==> src/rtl/kalman_pkg.sv <==
// Shared types and constants for the Kalman update sequencer.
package kalman_pkg;

    localparam int DEFAULT_TIMEOUT_CYCLES = 100;

    typedef enum logic [3:0] {
        IDLE,
        RP_CLEAR,
        RP_START,
        RP_WAIT,
        YAW_CLEAR,
        YAW_START,
        YAW_WAIT,
        DONE,
        ERROR
    } seq_state_t;

endpackage

==> src/rtl/kalman_sequencer_watchdog.sv <==
// Watchdog counter: zeroed by clear, counts while enabled, flags terminal count.
module watchdog_counter #(
    parameter int WD_BITS = 7
) (
    input  logic               clk,
    input  logic               rst,
    input  logic               clear,
    input  logic               enable,
    input  logic [WD_BITS-1:0] terminal,
    output logic               tc
);

    logic [WD_BITS-1:0] count_d, count_q;

    // Clear has priority over counting.
    always_comb begin
        count_d = count_q;
        if (clear)
            count_d = '0;
        else if (enable)
            count_d = count_q + 1'b1;
    end

    // Count register.
    always_ff @(posedge clk) begin
        if (rst)
            count_q <= '0;
        else
            count_q <= count_d;
    end

    assign tc = (count_q == terminal);

endmodule

==> src/rtl/kalman_sequencer.sv <==
// Sequences one roll/pitch + yaw Kalman update per accepted IMU sample,
// with a per-phase watchdog and a valid/ready result handshake.
module kalman_sequencer
    import kalman_pkg::*;
#(
    parameter int TIMEOUT_CYCLES = DEFAULT_TIMEOUT_CYCLES,
    parameter int WD_BITS        = 7
) (
    input  logic       clk,
    input  logic       rst,
    input  logic       sample_valid,
    output logic       sample_ready,
    input  logic       kalman_done,
    output logic       timer_clear,
    output logic       roll_pitch_enable,
    output logic       yaw_enable,
    output logic       rp_latch,
    output logic       yaw_latch,
    output logic       result_valid,
    input  logic       result_ready,
    output logic [7:0] frame_count,
    input  logic       err_clear,
    output logic       err
);

    localparam logic [WD_BITS-1:0] WD_TERM = WD_BITS'(TIMEOUT_CYCLES - 1);

    seq_state_t state_d, state_q;
    logic [7:0] frame_count_d, frame_count_q;
    logic       sample_ready_q, timer_clear_q, rp_enable_q, yaw_enable_q;
    logic       result_valid_q, err_q;
    logic       wd_tc;

    // Watchdog is zeroed in the START states and runs through the WAIT states.
    watchdog_counter #(.WD_BITS(WD_BITS)) u_wd (
        .clk      (clk),
        .rst      (rst),
        .clear    (state_q == RP_START || state_q == YAW_START),
        .enable   (state_q == RP_WAIT  || state_q == YAW_WAIT),
        .terminal (WD_TERM),
        .tc       (wd_tc)
    );

    // Next-state and frame counter; done beats a same-cycle timeout.
    always_comb begin
        state_d       = state_q;
        frame_count_d = frame_count_q;
        case (state_q)
            IDLE:      if (sample_valid) state_d = RP_CLEAR;
            RP_CLEAR:  state_d = RP_START;
            RP_START:  state_d = RP_WAIT;
            RP_WAIT: begin
                if (kalman_done)
                    state_d = YAW_CLEAR;
                else if (wd_tc)
                    state_d = ERROR;
            end
            YAW_CLEAR: state_d = YAW_START;
            YAW_START: state_d = YAW_WAIT;
            YAW_WAIT: begin
                if (kalman_done)
                    state_d = DONE;
                else if (wd_tc)
                    state_d = ERROR;
            end
            DONE: begin
                if (result_ready) begin
                    state_d       = IDLE;
                    frame_count_d = frame_count_q + 8'd1;
                end
            end
            ERROR:     if (err_clear) state_d = IDLE;
            default:   state_d = IDLE;
        endcase
    end

    // State register with Moore outputs registered from the next state.
    always_ff @(posedge clk) begin
        if (rst) begin
            state_q        <= IDLE;
            frame_count_q  <= 8'd0;
            sample_ready_q <= 1'b1;
            timer_clear_q  <= 1'b0;
            rp_enable_q    <= 1'b0;
            yaw_enable_q   <= 1'b0;
            result_valid_q <= 1'b0;
            err_q          <= 1'b0;
        end else begin
            state_q        <= state_d;
            frame_count_q  <= frame_count_d;
            sample_ready_q <= (state_d == IDLE);
            timer_clear_q  <= (state_d == RP_CLEAR || state_d == YAW_CLEAR || state_d == ERROR);
            rp_enable_q    <= (state_d == RP_START);
            yaw_enable_q   <= (state_d == YAW_START);
            result_valid_q <= (state_d == DONE);
            err_q          <= (state_d == ERROR);
        end
    end

    assign sample_ready      = sample_ready_q;
    assign timer_clear       = timer_clear_q;
    assign roll_pitch_enable = rp_enable_q;
    assign yaw_enable        = yaw_enable_q;
    assign result_valid      = result_valid_q;
    assign err               = err_q;
    assign frame_count       = frame_count_q;

    // Latch strobes follow done in the same cycle so results are caught immediately.
    assign rp_latch  = (state_q == RP_WAIT)  && kalman_done;
    assign yaw_latch = (state_q == YAW_WAIT) && kalman_done;

endmodule

==> config.mk <==
export PLATFORM = sky130hd
export DESIGN_NAME = kalman_sequencer
export DESIGN_NICKNAME = d
export VERILOG_FILES = /design/src/rtl/kalman_pkg.sv /design/src/rtl/kalman_sequencer_watchdog.sv /design/src/rtl/kalman_sequencer.sv
export SDC_FILE = /design/constraint.sdc
export NUM_CORES = 1
export LEC_CHECK = 0
export BUFFER_PORTS_ARGS = -buffer_cell sky130_fd_sc_hd__buf_2
export CORE_MARGIN = 1.5
export CORE_UTILIZATION = 43
export CTS_CLUSTER_SIZE = 40
export DETAILED_ROUTE_END_ITERATION = 16
export PLACE_DENSITY = 0.66
export RECOVER_POWER = 25
export REMOVE_ABC_BUFFERS = 1
export SLEW_MARGIN = 10
export SYNTH_ARGS = -nofsm -noshare
export SYNTH_HDL_FRONTEND = slang
export SYNTH_HIERARCHICAL = 1
export SYNTH_SLANG_ARGS = --single-unit
==> constraint.sdc <==
create_clock -name clk -period 1.9 [get_ports clk]
set_clock_uncertainty 0.1 [all_clocks]
set_input_delay 0.19 -clock clk [delete_from_list [all_inputs] [get_ports clk]]
set_output_delay 0.19 -clock clk [all_outputs]
set_load 0.05 [all_outputs]
==> results.toml <==
[timing]
slew_headroom_pct = 60.2
slew_viol_final = 0
hold_violations = 0
fmax_mhz = 529
rsz0062_at_grt = "true"
setup_viol = 0
tightest_slew_ns = 0.600
hold_slack_ns = 0.0423
worst_slack_ns = 0.00819
period_needed_ns = 1.89
period_share_pct = 99.6

[synthesis]
synth-edff-count = 0
syn_avg_cell_area_sq_um = 8.59
synth.distinct_cells = 44
ys_seq_elements = 25
ys_async_sr_fraction_pct = 0
netlist_instances = 150
yosys_warnings = 6
yosysSeqAreaShare_pct = 38.8
synth_flop_cell = "dfxtp_1"
netlist_area_sq_um = 1290

[power_and_ir_drop]
p_int_uw = 687
powerDensity_nw_per_um2 = 599
vdd_ir_drop_max_mv = 0.497
seqPwrFrac_pct = 56.7
clockPowerShare_pct = 25.1
switching_power_uw = 292
combPwrFrac_pct = 18.3
p_leak_nw = 0.706
p_sw_share_pct = 29.8

[grt]
antenna_found_initial = 0
overflow = 0
grtUsageTotal_pct = 19.1
grt_max_degree = 21
grt_pass1_wl_um = 5040
grt_pass1_vias = 1190

[worst_setup_path]
rr_startpoint = "u_wd/count_q[0]"
ff2ff_setup_slack_ns = 0.008
cp-end-kind = "register"
crit_required_ns = 2.04
start_kind = "register"
cp_max_fo = 4
reg2regPathDepth = 8
cp.arrival_ns = 2.03
critPathKind = "register to register"
regToRegEndpoint = "result_valid"

[clock_network]
numCtsBuffers = 3
cts-htree-levels = 1
postCtsSetupBuffers = 0
cts_tree = "yes"
cts_sinks = 25
worstSkewPairLatency_ns = 0.33
root_buffer = "clkbuf_4"
cts_buffer_depth = 2
cts_hold_buf = 0
clk_pin_slew_ns = 0.14

[route]
wire_per_inst_um = 13.7
ant_nets = 0
wl_um = 3010
dr_total_vias = 1207
drtPass1Iterations = 11
drtIter0Drc = 49
vias_per_cell = 5.49
drc = 4

[cells_and_area]
final_cell_mix = "buf_2, nor2_1, dfxtp_1"
instances_no_fill = 220
drive_above_1_share_pct = 33.3
diodes = 0
fin_area_sq_um = 1630
num-fill-cells = 265
final_core_util_pct = 58.2
finalNetCount = 198
final_common_cell = "buf_2"
area_growth_pct = 26.7

[floorplanning]
core_area_sq_um = 2810
die_y_um = 57.7
start_util_pct = 45.9
fp.dieW_um = 57.7
die_area_sq_um = 3330
num_io_pins = 22
placementRows = 19

[placed_design]
port_buffers = 21
dp_cells = 216
place_congestion = 0.897
dp_hpwl_um = 2170
place_worst_setup_slack_ns = -0.0616
placed_area_sq_um = 1530

[hold_path]
holdPathEnd = "timer_clear"
min_path_type = "input pin to register"
hp-start = "sample_valid"
hold_path_depth = 3

[run]
drv_cap = 0

[outcome]
status = "finished with violations"
violations = "design-rule violations"
[critical path: stages (launching register included)]
cell and delay (ns):
dfxtp_2 0.36, xnor2_2 0.13, nand4_1 0.11, nor4_2 0.06
buf_4 0.14, mux2_4 0.28, a211oi_4 0.23, a21oi_1 0.13
nor4b_2 0.27
[state kept, by name, summed over array words and instances, names as in the netlist]
name and cells:
result_valid 1, err 1, u_wd/count_q 7, roll_pitch_enable 1
yaw_enable 1, state_q 4, frame_count 8, timer_clear 1
sample_ready 1
[through the flow]
step	TNS (ns)	power (mW)
finish	0	0.979
global route	-0.611	1.03
CTS	0	0.972
detailed placement	-0.0616	0.723
global placement	0	0.719
floorplan	0	0.665
[kinds of logic (layout without fill, tap and decap cells)]
kind of cell             after synthesis  count (layout)  share of synthesized area (%)
multiplexers                           3               3                           2.52
adder cells (fa/ha/maj)                2               2                           1.94
buffers and inverters                 12              46                           4.37
AND/OR/NAND/NOR                       69              69                           30.1
other                                  2               7                          0.583
XOR/XNOR                              15              15                           10.2
flip-flops                            25              25                           38.8
AO/OA/AOI/OAI                         22              22                           11.5
[layer usage]
metal / global-route usage (%) / vias to the layer above / wire length, um
met5: 0 / - / 0
met4: 7.31 / 0 / 110
met3: 4.24 / 13 / 158
met2: 33.4 / 39 / 1460
met1: 22.7 / 559 / 1290
li1: - / 596 / -
[worst max path at each step]
stage / from / end / slack, ns
final: u_wd/count_q[0] / result_valid / 0.008
after global placement: u_wd/count_q[6] / result_valid / 0.06
after floorplan: u_wd/count_q[0] / timer_clear / 0.02
after CTS: u_wd/count_q[0] / timer_clear / 0.006
after global routing: u_wd/count_q[4] / sample_ready / -0.13
after detailed placement: u_wd/count_q[0] / timer_clear / -0.06
[synthesized netlist by cell type (3+ instances only)]
cell type / n / area [sq um]
o21ai_0: 3 / 15.0
xor2_1: 8 / 70.1
xnor2_1: 7 / 61.3
nor2_1: 17 / 63.8
nand2b_1: 3 / 18.8
o211ai_1: 4 / 30.0
buf_2: 3 / 15.0
nand3_1: 4 / 20.0
nand4_1: 5 / 31.3
nor4_1: 3 / 18.8
nand2_1: 13 / 48.8
inv_1: 5 / 18.8
dfxtp_1: 25 / 500
or4_1: 3 / 22.5
a21oi_1: 7 / 35.0
or3_1: 3 / 18.8
[power groups by stage]
stage,clock network [mW],logic [mW],registers [mW]
finish,0.245,0.179,0.555
global route,0.276,0.194,0.557
CTS,0.254,0.166,0.552
detailed placement,0,0.160,0.562
global placement,0,0.157,0.562
floorplan,0,0.0755,0.589
[layout make-up]
class                           instances  area [sq um]  share of cell area (%)
Multi-Input combinational cell        118           811                    49.7
Clock inverter                          1          7.51                   0.460
Tap cell                               31          38.8                    2.38
Sequential cell                        25           510                    31.3
Timing Repair Buffer                   37           224                    13.7
Inverter                                5          18.8                    1.15
Clock buffer                            3          22.5                    1.38
[timing repair]
action,CTS,global route
setup endpoints to repair,3,7
resized for setup,4,14
pin swaps,2,9
(Power assumes the default switching activity.)
